**src/rtl/twin_pair_serializer.sv**
```systemverilog
// twin_pair_serializer
//
// Buffers {d1, d2} byte pairs from the twin register bank in a small FIFO
// and serializes each pair onto a single 8-bit valid/ready stream, d1 first
// and then d2. This absorbs back-pressure from byte-wide consumers such as a
// UART TX, so the register stage can keep loading.
//
// Ports:
//   clk       - single clock, rising-edge active
//   rst       - asynchronous, active-low reset
//   in_valid  - d1/d2 hold a valid pair
//   d1, d2    - first and second byte of the pair
//   in_ready  - FIFO has room for a pair
//   out_valid - out_data holds a valid byte
//   out_data  - serialized byte
//   out_last  - out_data is the d2 byte (end of pair)
//   out_ready - downstream accepts the byte
//   count     - pairs stored, including a partly sent one (0..DEPTH)
module twin_pair_serializer #(
  parameter int DEPTH = 4,
  parameter int AW    = 2
) (
  input  logic          clk,
  input  logic          rst,
  input  logic          in_valid,
  input  logic [7:0]    d1,
  input  logic [7:0]    d2,
  output logic          in_ready,
  output logic          out_valid,
  output logic [7:0]    out_data,
  output logic          out_last,
  input  logic          out_ready,
  output logic [AW:0]   count
);

  typedef enum logic {
    SEND1,
    SEND2
  } state_e;

  localparam logic [AW:0]   FULL_COUNT = (AW + 1)'(DEPTH);
  localparam logic [AW-1:0] PTR_ONE    = AW'(1);
  localparam logic [AW:0]   CNT_ONE    = (AW + 1)'(1);

  logic [15:0]   mem_q [DEPTH];
  logic [AW-1:0] wrPtr_q, wrPtr_d;
  logic [AW-1:0] rdPtr_q, rdPtr_d;
  logic [AW:0]   count_q, count_d;
  state_e        state_q, state_d;

  logic          push;
  logic          xfer;
  logic          pop;
  logic [15:0]   head;

  // Handshake decode. in_ready depends only on the registered count, so a
  // pop in the same cycle never opens room for a push when full.
  always_comb begin
    in_ready  = (count_q != FULL_COUNT);
    out_valid = (count_q != '0);
    push      = in_valid & in_ready;
    xfer      = out_valid & out_ready;
    pop       = xfer & (state_q == SEND2);
    head      = mem_q[rdPtr_q];
  end

  // Output FSM: which half of the head pair is presented, and when the
  // pair is fully sent. The state returns to SEND1 after every d2 transfer
  // regardless of whether more pairs are queued.
  always_comb begin
    state_d  = state_q;
    out_data = head[15:8];
    out_last = 1'b0;
    case (state_q)
      SEND1: begin
        out_data = head[15:8];
        if (xfer) state_d = SEND2;
      end
      SEND2: begin
        out_data = head[7:0];
        out_last = out_valid;
        if (xfer) state_d = SEND1;
      end
      default: state_d = SEND1;
    endcase
  end

  // Pointer and occupancy next-state; push and pop together leave count
  // unchanged.
  always_comb begin
    wrPtr_d = wrPtr_q;
    rdPtr_d = rdPtr_q;
    count_d = count_q;
    if (push) wrPtr_d = wrPtr_q + PTR_ONE;
    if (pop)  rdPtr_d = rdPtr_q + PTR_ONE;
    if (push && !pop)      count_d = count_q + CNT_ONE;
    else if (pop && !push) count_d = count_q - CNT_ONE;
  end

  assign count = count_q;

  // State registers. Reset also clears the storage so that out_data reads
  // 0x00 while in reset.
  always_ff @(posedge clk or negedge rst) begin
    if (!rst) begin
      wrPtr_q <= '0;
      rdPtr_q <= '0;
      count_q <= '0;
      state_q <= SEND1;
      for (int i = 0; i < DEPTH; i++) begin
        mem_q[i] <= '0;
      end
    end else begin
      wrPtr_q <= wrPtr_d;
      rdPtr_q <= rdPtr_d;
      count_q <= count_d;
      state_q <= state_d;
      if (push) mem_q[wrPtr_q] <= {d1, d2};
    end
  end

endmodule
```
**config.mk**
```make
export PLATFORM = sky130hd
export DESIGN_NAME = twin_pair_serializer
export DESIGN_NICKNAME = d
export VERILOG_FILES = /design/src/rtl/twin_pair_serializer.sv
export SDC_FILE = /design/constraint.sdc
export NUM_CORES = 1
export LEC_CHECK = 0
export CORE_MARGIN = 2
export CORE_UTILIZATION = 30
export CTS_CLUSTER_SIZE = 40
export DETAILED_ROUTE_END_ITERATION = 6
export GPL_ROUTABILITY_DRIVEN = 0
export GPL_TIMING_DRIVEN = 0
export SLEW_MARGIN = 20
export SYNTH_ARGS = -nofsm -noshare
export SYNTH_HDL_FRONTEND = slang
export SYNTH_SLANG_ARGS = --single-unit
```
**constraint.sdc**
```tcl
create_clock -name clk -period 2.94 [get_ports clk]
set_input_delay 0.735 -clock clk [delete_from_list [all_inputs] [get_ports clk]]
set_output_delay 0.735 -clock clk [all_outputs]
set_load 0.01 [all_outputs]
```
# == Word level (Yosys, flattened, before mapping) ==
# Index checks and enable logic that the tools add are counted.
# word_totals
ff_bits,72
input_bits,20
out_inout_bits,14
wordCells,42
# op_classes
n_addsub,4
n_lt_le_gt_ge,3
eq_ne,1
muxes,13
bitwise_logic,6
n_reduce_logical,7
# op_table
cell,n
$bwmux 64,1
$mux 16,3
$bmux 16 s2,1
$demux 16 s2,1
$pmux 8 s2,1
$ge 3x3->1 const B,2
$mux 3,2
$not 2->3,2
$add 2x1->2 const B,2
$add 3x1->3 const B,1
$and 1x1->1,3
$logic_and 1x1->1,3
$lt 3x1->1 const B,1
$mux 1,3
$ne 3x3->1 const B,1
$reduce_bool 3->1,1
$sub 3x1->3 const B,1
$logic_not 1->1,2
$pmux 1 s2,1
$reduce_bool 2->1,1
$not 1->1,1

# == Depth between registers and ports, before layout ==
# Gate-level depths: netlist of the first run.
# logic_depth
depth_word,6
mapped_depth,10
ltp_nobuf,10

# == Worst setup path after synthesis of the first run ==
# No wires, ideal clock.
# synth_timing
kind,register -> register
startpoint,"reg count_q[1], in the netlist count[1]"
endpoint,"reg count_q[2], in the netlist count[2]"
setup_time_ps,79
arrival_time_ps,2375
required_ps,2861
slack_ps,486
stages_incl_launch_ff,11
path_buffers,0
synth_period_minus_slack_ps,2454
cell_sequence,dfrtp_1 > or3_2 > and2_1 > ha_1 > inv_1 > ha_1 > inv_1 > fa_1 > xor2_1 > nor2_1 > xor2_1
# synth_via
elab_chain_len,6
elab_cells_between_ends,14
cone_classes,2 x add/sub; 1 x eq/ne; 2 x mux; 3 x bitwise; 6 x reduce/logical
# synth_lines
item,line_no,text
from (decl),48,"logic [AW:0] count_q, count_d;"
from (signal assigned),116,count_q <= count_d;
$reduce_bool 3->1 *,60,out_valid = (count_q != '0);
via out_valid,29,"output logic out_valid,"
$and 1x1->1 *,62,xfer = out_valid & out_ready;
$and 1x1->1 *,63,pop = xfer & (state_q == SEND2);
via pop,53,logic pop;
$logic_not 1->1,96,if (push && !pop) count_d = count_q + CNT_ONE;
$logic_and 1x1->1,96,
$mux 3 or $reduce_bool 2->1 (tied branches),--,
# Mark *: on every way through the listed nets, which the timed path passes. The rest lies on a longest branch. The select of a mux whose other input is x is not followed.
# A chain may end at the register's enable or synchronous reset.

# == Worst setup path after layout of the first run ==
# layout_timing
startpoint,reg rdPtr_q[0]
endpoint,out out_data[7]
# layout_via
elab_chain_len,5
# layout_lines
item,line_no,text
from (decl),47,"logic [AW-1:0] rdPtr_q, rdPtr_d;"
from (signal assigned),115,rdPtr_q <= rdPtr_d;
$not 2->3 (not written as such),64,head = mem_q[rdPtr_q];
$bmux 16 s2,64,
$mux 16 (not written as such) (2 in a row),64,
$pmux 8 s2,74,case (state_q)
to (decl),30,"output logic [7:0] out_data,"
# No other way between the ends. The select of a mux whose other input is x is not followed.

==> results of run 1 <==
-- worst max-delay path: stages (launching register included) --
cell and delay, ns:
sky130_fd_sc_hd__dfrtp_1 0.37, sky130_fd_sc_hd__buf_12 0.13, sky130_fd_sc_hd__buf_12 0.15, sky130_fd_sc_hd__buf_6 0.13, sky130_fd_sc_hd__mux4_2 0.48, sky130_fd_sc_hd__mux2_2 0.29
sky130_fd_sc_hd__clkdlybuf4s15_1 0.24
-- power by group through the flow --
| stage | registers (uW) | clock network [uW] | logic, uW |
|---|---|---|---|
| after floorplan | 1720 | 0 | 1610 |
| after detailed placement | 1800 | 0 | 2330 |
| final | 1770 | 882 | 2300 |
| after global routing | 1850 | 954 | 2490 |
| after CTS | 1780 | 913 | 2280 |
| after global placement | 1770 | 0 | 2290 |
-- kinds of logic (layout without fill, tap and decap cells) --
group                    after synthesis  in the layout  synth area share [%]
buffers and inverters                 14             72                  3.32
flip-flops                            72             72                  53.8
AND/OR/NAND/NOR                       15             15                  2.84
adder cells (fa/ha/maj)                7              7                  2.84
XOR/XNOR                               6              6                  1.57
multiplexers                          90             90                  35.6
-- Yosys cell counts, drive strengths merged --
cell type / count
buf: 7
nor2: 5
mux2: 74
nor3b: 1
and2b: 1
ha: 6
nand2: 5
mux4: 16
and2: 2
or3: 1
xor2: 3
fa: 1
inv: 5
dfrtp: 72
xnor2: 3
clkbuf: 2
-- through the flow --
| step | hold slack, ns | total power (uW) | util, % | std cells |
|---|---|---|---|---|
| final | 0.263 | 4950 | 38.4 | 402 |
| after global routing | 0.260 | 5300 | 38.4 | 402 |
| after CTS | 0.255 | 4970 | 37.9 | 395 |
| after detailed placement | 0.491 | 4130 | 35.6 | 378 |
| after global placement | 0.484 | 4060 | 35.4 | 377 |
| after floorplan | 0.439 | 3330 | - | 204 |
-- path summary, 6_finish.rpt --
| check | start | end | slack (ns) |
|---|---|---|---|
| setup reg to reg | count[1] | count[2] | 0.44 |
| hold reg to reg | mem_q[1] | mem_q[1] | 0.50 |
| hold / removal | rst | mem_q[34] | 0.26 |
| setup / recovery | rdPtr_q[0] | out_data[7] | 0.08 |
| min in group clk | mem_q[1] | mem_q[1] | 0.50 |
| max in group asynchronous | rst | rdPtr_q[0] | 2.12 |
-- routing by layer --
metal  GRT usage [%]  vias to the layer above
met3            3.26                        9
li1                -                      843
met4            4.61                        0
met5               0                        -
met2            20.2                       30
met1            16.9                      980
-- timing repair --
action,in CTS,in global routing
setup endpoints to repair,8,1
buffers inserted,1,7
resized for setup,14,0
gates cloned,0,0
pin swaps,0,0
-- registers in the layout, indices dropped and copies added (netlist names) --
name     flops
mem_q       64
count        3
rdPtr_q      2
wrPtr_q      2
state_q      1
-- final cells by class --
type	count	area, um^2
sequential	72	1800
clock buffer	12	155
multi-input combinational	118	1440
buffer	9	106
inverter	5	18.8
clock inverter	4	76.3
tap	140	175
fill	1037	6710
timing repair buffer	42	410
-- layout by cell type (no fill, tap or decap) --
cell	Yosys	layout
sky130_fd_sc_hd__xor2_1	3	3
sky130_fd_sc_hd__fa_1	1	1
sky130_fd_sc_hd__buf_16	0	1
sky130_fd_sc_hd__mux2_2	74	74
sky130_fd_sc_hd__or3_2	1	1
sky130_fd_sc_hd__inv_1	5	5
sky130_fd_sc_hd__clkdlybuf4s15_1	0	1
sky130_fd_sc_hd__nor3b_4	1	1
sky130_fd_sc_hd__dfrtp_1	72	72
sky130_fd_sc_hd__buf_12	1	2
sky130_fd_sc_hd__mux4_2	16	16
sky130_fd_sc_hd__clkdlybuf4s50_1	0	24
sky130_fd_sc_hd__nor2_1	1	1
sky130_fd_sc_hd__nand2_1	5	5
sky130_fd_sc_hd__buf_6	4	4
sky130_fd_sc_hd__clkinv_4	0	1
sky130_fd_sc_hd__and2b_2	1	1
sky130_fd_sc_hd__clkbuf_1	1	2
sky130_fd_sc_hd__clkinvlp_4	0	1
sky130_fd_sc_hd__nor2_2	4	4
sky130_fd_sc_hd__xnor2_1	3	3
sky130_fd_sc_hd__bufinv_16	0	2
sky130_fd_sc_hd__and2_1	2	2
sky130_fd_sc_hd__clkbuf_8	1	12
sky130_fd_sc_hd__dlygate4sd2_1	0	7
sky130_fd_sc_hd__ha_1	6	6
sky130_fd_sc_hd__buf_4	0	10
==> qor.txt, run 1 <==
Height of the die: 110 um
Vias: 1862
Internal power: 3470 uW
Share of cells above drive strength 1: 49.6%
Die X-Extent: 110 um
Row Count: 38
Crit share post-route: 97.2%
Unrepaired setup endpoints after global routing: no
Global routing usage summed across all routing layers: 12.7%
Buffer depth of the longest clock path: 2
Vias/cell: 4.63
Worst rel slew slack: 46.7%
Largest cells by area after synthesis: sky130_fd_sc_hd__dfrtp_1 (54%), sky130_fd_sc_hd__mux2_2 (25%), sky130_fd_sc_hd__mux4_2 (11%), sky130_fd_sc_hd__ha_1 (2.2%), sky130_fd_sc_hd__buf_6 (1.3%)
Minimum setup slack after placement: 0.0634 ns
Full die area: 12000 um^2
Post-synthesis cell type with the largest combined area: sky130_fd_sc_hd__dfrtp_1
Latest clock arrival within the worst-skew pair: 0.34 ns
Fin area: 4180 um^2
Clock root cell: sky130_fd_sc_hd__clkbuf_8
Outcome: finished clean
Total core area: 10900 um^2
Amount of wire on met3 after detailed routing: 289 um
Leakage power summed over all cells: 0.00173 uW
YS warnings: 0
Initial antenna violation count: 0
Number of max-slew violations in the final report: 0
# clock sinks: 72
Path class of the lowest-slack min-delay path: in2async
Layout overhead on the synthesized area: 24.8%
Critical Path RT: 2.20 ns
M1 wire length: 3130 um
Global-route wire length before repair: 11000 um
CTS tree: built
Number of global-route vias before repair: 2013
Number of cells on the worst reg-to-reg path: 10
Total count of hold-check failures in the final report: 0
Number of CTS-inserted buffers: 9
Crit Path Class: reg2out
Initial Utilization: 30.8%
Final worst path period need: 2.86 ns
Number of nets with antenna violations after detailed routing: 0
Number of setup violations in the final report: 0
Net count after synthesis: 231
Setup ws final: 0.0811 ns
Post-synthesis sequential area ratio: 53.8%
Post-Synthesis Mean Instance Area: 16.4 um^2
Max-capacitance violation count: 0
Input/output buffers: 33
Top-area cell type share of the netlist area: 53.8%
Startpoint type of the worst setup path: flop
Maximum fanout along the worst path: 8
Post-Place Cell Area: 3880 um^2
Synth cell types: 20
Antenna diode count: 0
Number of iterations in the first detailed-routing pass: 4
Congestion Overflow GR: 0
H-tree lvl count: 3
Areal power density over the cells: 1190 nW/um^2
HPWL Detailed: 4460 um
Worst clock skew: 0.00751 ns
Largest net degree at the start of global routing: 56
Number of buffers added to fix hold violations after cts: 0
Total number of nets in the final design: 284
DRC violation count after routing: 0
Routed length per instance: 16.8 um
I/O pins: 34
Clk pin slew, worst setup/hold paths: 0.07 ns
Comb pwr share: 46.4%
Worst voltage drop across the vdd grid: 0.429 mV
Post-route setup TNS: 0 ns
Data arrival time of the critical path: 2.12 ns
Slew at the pin closest to its max-slew limit: 0.799 ns
Mapped cell area: 3350 um^2
Routed met2 length: 3260 um
Worst Setup End Kind: output port
Synthesized netlist cell count: 204
Sum of routed wire length over all layers: 6770 um
Sequential group share of total power: 35.8%
Initial drt markers: 52
Top routing layer used: met4
Max Clock Freq: 350 MHz
Switching share of total power: 30.0%
Total net switching power: 1490 uW
Clock network fraction of design power: 17.8%
Synth Register Bits: 72
(Power assumes the default switching activity.)
==> run 2: changes to the inputs <==
- SLEW_MARGIN: 20 -> unset
==> run 2 against run 1 <==
Against the previous run: count of clock-buffer cells in the layout up 2; register-to-register slack barely moved; critical path type unchanged; critical path depth unchanged; design area is 1.6% lower; combinational power about the same; clock skew grew 0.0019 ns; worst setup slack better by 0.040 ns; global-route usage increased by 0.090 points; highest routed layer unchanged; largest power group unchanged; sequential share of layout area up 0.71 points; critical endpoint is now out_data[2]; die area unchanged; worst hold slack gained 0.24 ns.
==> qor.txt, run 2 (synthesis gave the netlist of run 1 again) <==
Max Clock Freq: 355 MHz (+1.4%)
Worst clock skew: 0.00944 ns (+0.00193 ns)
Top reg by flops: mem_q
Initial drt markers: 89 (+71%)
Global routing usage summed across all routing layers: 12.8% (+0.090 points)
Total Power: 4810 uW (-3.0%)
Sum of routed wire length over all layers: 6800 um (+0.47%)
Worst voltage drop across the vdd grid: 0.414 mV (-3.5%)
Max reg flops: 64 (unchanged)
Total count of hold-check failures in the final report: 0 (unchanged)
Routed length per instance: 17.0 um (+0.72%)
Internal power: 3320 uW (-4.1%)
Initial antenna violation count: 0 (unchanged)
Number of iterations in the first detailed-routing pass: 5 (+1)
Max-capacitance violation count: 0 (unchanged)
CP delay by family, top: multiplexers
HPWL Detailed: 4360 um (-2.3%)
Die X-Extent: 110 um (unchanged)
Number of fill cells: 1055 (+1.7%)
Final worst path period need: 2.82 ns (-0.0404 ns)
Number of global-route vias before repair: 2001 (-0.60%)
Row Count: 38 (unchanged)
Outcome: finished clean
DRC violation count after routing: 0 (unchanged)
CTS tree: built
Commonest cells after routing, fill and taps aside: sky130_fd_sc_hd__mux2_2 (74), sky130_fd_sc_hd__dfrtp_1 (72), sky130_fd_sc_hd__clkdlybuf4s50_1 (24), sky130_fd_sc_hd__mux4_2 (16), sky130_fd_sc_hd__clkbuf_8 (13)
Path class of the lowest-slack min-delay path: reg2reg
Crit Path Class: reg2out
Count of buffer and inverter cells on the critical path: 4 (unchanged)
Crit share post-route: 95.9% (-1.4 points)
Startpoint type of the worst setup path: flop
Initial Utilization: 30.8% (unchanged)
Critical Path RT: 2.20 ns (about the same)
Maximum single-stage delay on the critical path: 0.48 ns (about the same)
Global-route wire length before repair: 11100 um (+0.63%)
Input/output buffers: 33 (unchanged)
# clock sinks: 72 (unchanged)
Latest clock arrival within the worst-skew pair: 0.34 ns (about the same)
Layout overhead on the synthesized area: 22.8%
I/O pins: 34 (unchanged)
Crit path top cell by count: sky130_fd_sc_hd__buf_12
Antenna diode count: 0 (unchanged)
Worst rel slew slack: 39.1% (-7.6 points)
Data arrival time of the critical path: 2.08 ns (-0.04 ns)
Vias: 1850 (-0.64%)
Number of nets with antenna violations after detailed routing: 0 (unchanged)
Worst Setup End Kind: output port
Number of setup violations in the final report: 0 (unchanged)
Full die area: 12000 um^2 (unchanged)
Largest net degree at the start of global routing: 73 (+30%)
Total core area: 10900 um^2 (unchanged)
Slew at the pin closest to its max-slew limit: 0.913 ns (+0.114 ns)
Share of cells above drive strength 1: 49.8% (+0.19 points)
Height of the die: 110 um (unchanged)
Total net switching power: 1480 uW (-0.28%)
Clock root cell: sky130_fd_sc_hd__clkbuf_8
Vias/cell: 4.61 (-0.40%)
Clk pin slew, worst setup/hold paths: 0.07 ns (about the same)
R2R Path Start: count[1]
Sequential group share of total power: 36.9% (+1.1 points)
Clock network fraction of design power: 15.2% (-2.6 points)
Leading cell type in the layout, fill and taps excluded: sky130_fd_sc_hd__mux2_2
Number of CTS-inserted buffers: 9 (unchanged)
Worst hold path startpoint: mem_q[17]
Beginning of the critical path: rdPtr_q[0]
Congestion Overflow GR: 0 (unchanged)
Leakage power summed over all cells: 0.00170 uW (-1.9%)
Areal power density over the cells: 1170 nW/um^2 (-1.4%)
Maximum fanout along the worst path: 6 (-2)
H-tree lvl count: 3 (unchanged)
Buffer depth of the longest clock path: 2 (unchanged)
Crit-path cells: buf_12, buf_12, buf_4, mux4_2, mux2_2, clkdlybuf4s15_1
Switching share of total power: 30.9% (+0.83 points)
Post-route setup TNS: 0 ns (unchanged)
Unrepaired setup endpoints after global routing: no
Total number of nets in the final design: 283 (-0.35%)
Critical-path top delay cell: sky130_fd_sc_hd__mux4_2
Number of max-slew violations in the final report: 0 (unchanged)
Comb pwr share: 47.9% (+1.5 points)
## run 2: per-layer routing
| metal | vias up | routed length [um] | GRT usage (%) |
|---|---|---|---|
| met3 | 6 | 300 | 3.50 |
| met2 | 34 | 3320 | 20.8 |
| met1 | 965 | 3130 | 16.8 |
| met5 | - | 0 | 0 |
| li1 | 845 | - | - |
| met4 | 0 | 53 | 3.80 |
## run 2: through the flow
step	hold slack (ns)	std cells	cell area (um^2)	utilization, %	setup WS (ns)
3_3_place_gp	0.484	377	3850	35.4	-1.31
6_report	0.504	401	4110	37.8	0.121
4_1_cts	0.508	401	4120	37.8	0.00468
3_5_place_dp	0.491	377	3850	35.4	0.0648
2_1_floorplan	0.439	204	3350	-	0.486
5_1_grt	0.517	401	4110	37.8	0.0170
## run 2: path summary, 6_finish.rpt
path / endpoint / slack [ns] / cells after the start
max: out_data[2] / 0.12 / 6
min: mem_q[17] / 0.50 / 1
max reg2reg: count[2] / 0.43 / 10
min reg2reg: mem_q[17] / 0.50 / 1
max in group asynchronous: mem_q[1] / 1.83 / 1
min in group asynchronous: mem_q[36] / 0.52 / 1
## run 2: what timing repair did
item                                   CTS  global route
endpoints found under the hold margin    0             0
pin swaps                                0             0
buffers inserted                         8             0
hold buffers                             0             0
resized for setup                       13             6
setup endpoints to repair                8             4
## run 2: cell type report
type	instances	area [um^2]	share of cell area, %
repair buffers	41	385	9.37
clock inverters	2	12.5	0.304
inverters	5	18.8	0.456
clock buffers	14	173	4.20
plain buffers	9	110	2.68
well taps	140	175	4.26
flip-flops and latches	72	1800	43.8
multi-input cells	118	1440	34.9
## run 2: power groups by stage
stage               combinational [uW]  clock, uW  sequential [uW]
floorplan                         1610          0             1720
global placement                  2290          0             1770
detailed placement                2330          0             1800
CTS                               2360        751             1780
global route                      2510        789             1850
finish                            2300        729             1770
==> run 3: changes to the inputs <==
- ABC_CLOCK_PERIOD_IN_PS: unset -> 2940
==> results of run 3 <==
No change in the layout: final DEF, timing and power equal those of run 2.
